### config.mk
export PLATFORM = sky130hd
export DESIGN_NAME = demux116_deser
export DESIGN_NICKNAME = d
export VERILOG_FILES = /design/src/rtl/demux116_deser.sv
export SDC_FILE = /design/constraint.sdc
export NUM_CORES = 1
export LEC_CHECK = 0
export BUFFER_PORTS_ARGS = -buffer_cell sky130_fd_sc_hd__buf_4
export CELL_PAD_IN_SITES_DETAIL_PLACEMENT = 0
export CELL_PAD_IN_SITES_GLOBAL_PLACEMENT = 1
export CORE_MARGIN = 10
export CORE_UTILIZATION = 47
export CTS_CLUSTER_DIAMETER = 200
export DETAILED_ROUTE_END_ITERATION = 8
export PLACE_DENSITY = 0.88
export SLEW_MARGIN = 20
export SYNTH_ARGS = -nofsm -noshare
export SYNTH_HDL_FRONTEND = slang
export SYNTH_SLANG_ARGS = --single-unit
### constraint.sdc
create_clock -name clk_i -period 4.1 [get_ports clk_i]
set_input_delay 0.41 -clock clk_i [delete_from_list [all_inputs] [get_ports clk_i]]
set_output_delay 0.41 -clock clk_i [all_outputs]
set_load 0.03 [all_outputs]
### src/rtl/demux116_deser.sv
// demux116_deser: 1-to-16 serial-to-parallel deserializer with a fill register and an output register; DEMUX_PARITY_EN adds an even-parity slot to each frame.
// A word reaches y_o one cycle after its last bit; a word completing while y_o is still unconsumed is dropped and overrun_o is set.
module demux116_deser #(
  parameter int NSLOT = 16,
  parameter int SELW  = 4
) (
  input  logic             clk_i,
  input  logic             rst_ni,
  input  logic             din_i,
  input  logic             din_valid_i,
  input  logic             sof_i,
  output logic [NSLOT-1:0] y_o,
  output logic             y_valid_o,
  input  logic             y_ready_i,
  output logic [SELW-1:0]  slot_o,
  output logic             busy_o,
  output logic             overrun_o,
  output logic             short_o,
  output logic             perr_o,
  input  logic             clr_i
);

`ifdef DEMUX_PARITY_EN
  localparam int CNTW     = SELW + 1;
  localparam int LASTSLOT = NSLOT;
`else
  localparam int CNTW     = SELW;
  localparam int LASTSLOT = NSLOT - 1;
`endif
  localparam logic [CNTW-1:0] LAST = CNTW'(LASTSLOT);

  typedef enum logic {IDLE = 1'b0, FILL = 1'b1} state_e;

  state_e           state_q, state_d;
  logic [CNTW-1:0]  slot_q, slot_d;
  logic [NSLOT-1:0] fill_q, fill_d;
  logic [NSLOT-1:0] y_q, y_d;
  logic             done_q, done_d;
  logic             y_valid_q, y_valid_d;
  logic             overrun_q, overrun_d;
  logic             short_q, short_d;
  logic             perr_q, perr_d;
  logic             wr_sof, wr_data, last_bit, par_bad;

  assign wr_sof   = din_valid_i & sof_i;
  assign wr_data  = din_valid_i & ~sof_i & (state_q == FILL);
  assign last_bit = wr_data & (slot_q == LAST);

`ifdef DEMUX_PARITY_EN
  // fill_q already holds slots 0..NSLOT-1 when the parity bit arrives
  assign par_bad = last_bit & (din_i != ^fill_q);
`else
  assign par_bad = 1'b0;
`endif

  always_ff @(posedge clk_i or negedge rst_ni) begin
    if (!rst_ni) begin
      state_q <= IDLE;
    end else begin
      state_q <= state_d;
    end
  end

  always_comb begin
    state_d = state_q;
    if (wr_sof) begin
      state_d = FILL;
    end else if (last_bit) begin
      state_d = IDLE;
    end
  end

  always_comb begin
    busy_o = (state_q == FILL);
  end

  always_comb begin
    slot_d = slot_q;
    fill_d = fill_q;
    done_d = last_bit;
    if (wr_sof) begin
      fill_d[0] = din_i;
      slot_d    = CNTW'(1);
    end else if (wr_data) begin
`ifdef DEMUX_PARITY_EN
      if (!slot_q[SELW])
`endif
        fill_d[slot_q[SELW-1:0]] = din_i;
      slot_d = last_bit ? '0 : slot_q + CNTW'(1);
    end
  end

  // Set events win over a same-cycle clear of the sticky flags
  always_comb begin
    y_d       = y_q;
    y_valid_d = y_valid_q;
    overrun_d = overrun_q & ~clr_i;
    short_d   = (short_q & ~clr_i) | (wr_sof & (state_q == FILL));
    perr_d    = (perr_q & ~clr_i) | par_bad;
    if (done_q) begin
      if (!y_valid_q || y_ready_i) begin
        y_d       = fill_q;
        y_valid_d = 1'b1;
      end else begin
        overrun_d = 1'b1;
      end
    end else if (y_valid_q && y_ready_i) begin
      y_valid_d = 1'b0;
    end
  end

  always_ff @(posedge clk_i or negedge rst_ni) begin
    if (!rst_ni) begin
      slot_q    <= '0;
      fill_q    <= '0;
      done_q    <= 1'b0;
      y_q       <= '0;
      y_valid_q <= 1'b0;
      overrun_q <= 1'b0;
      short_q   <= 1'b0;
      perr_q    <= 1'b0;
    end else begin
      slot_q    <= slot_d;
      fill_q    <= fill_d;
      done_q    <= done_d;
      y_q       <= y_d;
      y_valid_q <= y_valid_d;
      overrun_q <= overrun_d;
      short_q   <= short_d;
      perr_q    <= perr_d;
    end
  end

  assign y_o       = y_q;
  assign y_valid_o = y_valid_q;
  assign slot_o    = slot_q[SELW-1:0];
  assign overrun_o = overrun_q;
  assign short_o   = short_q;
  assign perr_o    = perr_q;

endmodule
==> results of run 1 <==
sequential cells by signal, indices dropped and copies added (netlist names):
signal	count
fill_q	16
y_o	16
slot_o	4
busy_o	1
done_q	1
overrun_o	1
perr_o	1
short_o	1
y_valid_o	1
cell usage after synthesis, drive strengths merged:
cell type	n	area, sq um
or4	1	7.51
o22ai	3	18.8
nand2	5	18.8
and3	1	6.26
o31ai	1	7.51
nor2	12	47.6
nor4bb	1	10.0
o21ai	3	15.0
inv	6	22.5
ha	4	50.1
a21boi	2	15.0
xor2	1	8.76
dfrtp	42	1050
nand2b	3	18.8
nand3	1	5.00
nor2b	1	6.26
nor3	3	15.0
buf	5	28.8
a21oi	3	15.0
nand4b	4	35.0
mux2	32	360
final timing paths:
kind                               to  cells after the start  startpoint  slack (ns)
max                        fill_q[15]                      4   slot_o[0]        2.39
min                            perr_o                      1      rst_ni         0.1
max reg2reg                fill_q[15]                      4   slot_o[0]        2.39
min reg2reg                 y_valid_o                      2      done_q        0.49
max in group asynchronous   fill_q[3]                      1      rst_ni        3.65
min in group clk_i             perr_o                      2       clr_i        0.30
per-stage QoR:
step | utilization | std cells
final | 0.579 | 215
after global routing | 0.579 | 215
after CTS | 0.579 | 215
after detailed placement | 0.558 | 208
after global placement | 0.558 | 208
after floorplan | - | 134
area by class of cell:
type / instances / area, sq um / share of cell area
Timing Repair Buffer: 31 / 233 / 0.111
Clock buffer: 7 / 76.3 / 0.0363
Tap cell: 48 / 60.1 / 0.0286
Multi-Input combinational cell: 81 / 661 / 0.314
Inverter: 6 / 22.5 / 0.0107
Sequential cell: 42 / 1050 / 0.500
per-layer routing:
metal | track usage | share of wire | wire (um) | vias to the layer above
met5 | 0 | 0 | 0 | -
met4 | 0.0519 | 0.016 | 53 | 0
met3 | 0.0563 | 0.10 | 332 | 6
met2 | 0.171 | 0.47 | 1550 | 37
met1 | 0.125 | 0.42 | 1380 | 553
li1 | - | - | - | 528
layout by cell type (no fill, tap or decap):
cell type,instances
clkbuf_8,5
nor2_2,1
o31ai_1,1
ha_1,4
or4_1,1
nor4bb_1,1
xor2_1,1
nor2_1,11
nand3_1,1
clkbuf_1,2
nand2b_1,3
inv_1,6
buf_4,31
mux2_2,32
nor3_1,3
o22ai_1,3
a21oi_1,3
nand2_1,5
o21ai_0,3
nor2b_1,1
dfrtp_1,42
nand4b_1,4
a21boi_0,1
and3_1,1
a21boi_1,1
cell families after synthesis:
logic type,after synthesis,share of synthesized area
DFF,42,0.596
muxes,32,0.204
and+or+nand+nor,32,0.0965
AOI/OAI and AO/OA,12,0.0405
buffers and inverters,11,0.0291
adders and majority gates,4,0.0284
xor gates and xnor gates,1,0.00497
power by group:
group	switching, mW	internal [mW]	leakage, nW
Clock	0.118	0.117	0.0383
Sequential	0.0255	0.450	0.566
Combinational	0.0533	0.0483	0.463
==> results.toml, run 1 <==
[floorplanning]
die_area_sq_mm = 0.00660
io_pins = 32
core_area_sq_mm = 0.00363
rows = 22
die_x_um = 81.2
fp.dieH_um = 81.2
initial_core_util = 0.485

[routing]
drc_errors = 0
wl_per_cell_um = 15.5
vias = 1124
viasPerCell = 5.23
ant_nets = 0
routed_wl_mm = 3.32
drtIter0Drc = 37
drtPass1Iterations = 4

[setup_path]
critPathKind = "reg2reg"
crit_required_ns = 4.27
crit_path_max_incr_delay_ns = 0.48
crit_fanout = 7
worst-path-buf-inv = 0
crit_path_top_delay_cell = "dfrtp_1"
crit_arrival_ns = 1.89
crit_chain = "ha_1 > nand4b_1 > nor2_2 > mux2_2"
critPathTopFamily = "simple AND/OR/NAND/NOR gates"
start_kind = "flip-flop"
endpoint_kind = "flip-flop"

[flow_run]
maxCapViolations = 0

[grt]
antenna_found_initial = 0
grt_usage = 0.111
grt_pass1_wl_mm = 5.67
grt_pass1_vias = 1220
overflow = 0
grt_max_degree = 43

[layout]
layout-drive-gt1-share = 0.413
fin_nets = 178
design_area_sq_mm = 0.00210
num-fill-cells = 320
diodes = 0
syn2layout_area_growth_pct = 19.3

[sta]
clock_skew_ns = 0.00413
setup_slack_ns = 2.39
setup_viol = 0
period_share = 0.418
slew_headroom = 0.559
hold_viol = 0
worstMarginPinSlew_ns = 0.660
tns_ns = 0
max_clock_freq_mhz = 583
slew_violations = 0
min_period_ns = 1.71
holdWs_ns = 0.0980
rsz0062_at_grt = "no"

[cts]
clock_latency_ns = 0.28
clk_path_buf_depth = 2
cts_resized = 0
holdBufCountCts = 0
cts-root-buf = "clkbuf_8"
post-cts-setup-buffers = 0
clkSlewWorstSetupHoldPaths_ns = 0.07
htree_levels = 2
cts.sinks = 42
numCtsBuffers = 5
cts_tree = "built"

[synth]
netlist_area_sq_mm = 0.00176
ys_ff_latch = 42
synthCells = 134
ys_seq_area_frac = 0.596
postSynthAreaPerCell_sq_um = 13.2
ys_types = 25
syn-num-nets = 145
yosysWarnings = 0

[outcome]
outcome = "complete, no violations"

[power_and_ir_drop]
cellLeakagePower_nw = 1.07
p_per_area_mw_per_mm2 = 386
vdd_drop_max_v = 0.000209
p_total_mw = 0.812

[placement]
placed_area_sq_mm = 0.00203
gp_congestion = 0.787
post-place-ws_ns = 2.33
dp_hpwl_mm = 2.45
port_buffers = 31

[worst_hold_path]
hold_path.class = "in2async"
No activity file was read; power rests on OpenSTA's default activity.
==> run 2, diff against run 1 <==
CORE_UTILIZATION = 44   (was 47)
PLACE_DENSITY = 0.83   (was 0.88)
clock period = 1.8 ns   (was 4.1 ns; I/O delays follow)
==> results.toml, run 2 (same netlist as run 1, synthesis figures left out) <==
[power_and_ir_drop]
vdd_drop_max_v = 0.000578
p_per_area_mw_per_mm2 = 893
cellLeakagePower_nw = 1.08
p_total_mw = 1.91

[cts]
clock_latency_ns = 0.29
cts.sinks = 42
post-cts-setup-buffers = 0
clk_path_buf_depth = 2
cts_tree = "built"
cts-root-buf = "clkbuf_8"
htree_levels = 2
clkSlewWorstSetupHoldPaths_ns = 0.08
numCtsBuffers = 5

[placement]
gp_congestion = 0.745
dp_hpwl_mm = 2.57
port_buffers = 31
post-place-ws_ns = 0.103

[floorplanning]
fp.dieH_um = 83.3
initial_core_util = 0.467
core_area_sq_mm = 0.00377
die_x_um = 83.3
die_area_sq_mm = 0.00694
io_pins = 32
rows = 22

[outcome]
outcome = "complete, no violations"

[routing]
drtIter0Drc = 68
drtPass1Iterations = 4
ant_nets = 0
wl_per_cell_um = 16.2
viasPerCell = 5.30
vias = 1156
drc_errors = 0
routed_wl_mm = 3.53

[worst_hold_path]
hold_path.class = "in2reg"
min_from = "clr_i"

[sta]
tns_ns = 0
rsz0062_at_grt = "no"
slew_headroom = 0.653
worstMarginPinSlew_ns = 0.521
slew_violations = 0
setup_slack_ns = 0.0720
setup_viol = 0
clock_skew_ns = 0.00483
period_share = 0.960
hold_viol = 0
max_clock_freq_mhz = 579
min_period_ns = 1.73

[setup_path]
critPathKind = "reg2reg"
crit_fanout = 7
start_kind = "flip-flop"
crit_required_ns = 1.98
endpoint_kind = "flip-flop"
crit_arrival_ns = 1.91
startpoint = "slot_o[0]"
timing.rr.start = "slot_o[0]"

[grt]
antenna_found_initial = 0
grt_pass1_wl_mm = 5.86
overflow = 0
grt_usage = 0.104
grt_pass1_vias = 1169
grt_max_degree = 43

[layout]
layout-drive-gt1-share = 0.424
fin_nets = 180
final_cell_mix = "dfrtp_1 (42), mux2_2 (32), buf_4 (32)"
diodes = 0
syn2layout_area_growth_pct = 21.1
layout_commonest_cell = "dfrtp_1"

[flow_run]
maxCapViolations = 0
[run 2: area by class of cell]
| class | instances | area (sq um) |
|---|---|---|
| fillers | 327 | 1640 |
| repair buffers | 33 | 250 |
| multi-input cells | 81 | 666 |
| well taps | 48 | 60.1 |
| clock buffers | 6 | 72.6 |
| flip-flops and latches | 42 | 1050 |
| inverters | 6 | 22.5 |
| clock inverters | 2 | 13.8 |
[run 2: metrics by stage]
stage / area, sq um / hold slack, ns / utilization / instances
floorplan: 1760 / -0.116 / - / 134
global placement: 2030 / 0.184 / 0.539 / 209
detailed placement: 2030 / 0.188 / 0.539 / 209
CTS: 2130 / 0.0454 / 0.565 / 218
global route: 2140 / 0.0515 / 0.566 / 218
finish: 2140 / 0.0515 / 0.566 / 218
[run 2: layer usage]
layer	vias to the layer above	GRT usage	wire length [um]
li1	535	-	-
met1	554	0.121	1550
met2	53	0.156	1610
met3	14	0.0498	297
met4	0	0.0477	80
met5	-	0	0
[run 2: path summary, 6_finish.rpt]
kind,end,slack (ns),cells after the start
setup / recovery,fill_q[3],0.07,4
hold / removal,perr_o,0.05,2
setup reg to reg,fill_q[3],0.07,4
hold reg to reg,y_valid_o,0.48,2
max in group asynchronous,fill_q[3],1.04,2
min in group asynchronous,perr_o,0.41,2
[run 2: worst max-delay path, cell delays in order (launching register included)]
cell      delay [ns]
dfrtp_1         0.47
ha_1            0.21
nand4b_1        0.31
nor3_1          0.27
mux2_2          0.36
[run 2: repair_timing]
| item | 4_1_cts | 5_1_grt |
|---|---|---|
| hold buffers | 1 | 0 |
| gates resized for setup | 0 | 1 |
| hold endpoints to repair | 42 | 0 |
| endpoints found under the setup margin | 0 | 1 |
[run 2: report_power, final]
group / internal [mW] / switching (mW) / total [mW]
Clock: 0.273 / 0.316 / 0.589
Combinational: 0.111 / 0.123 / 0.234
Sequential: 1.02 / 0.0603 / 1.08
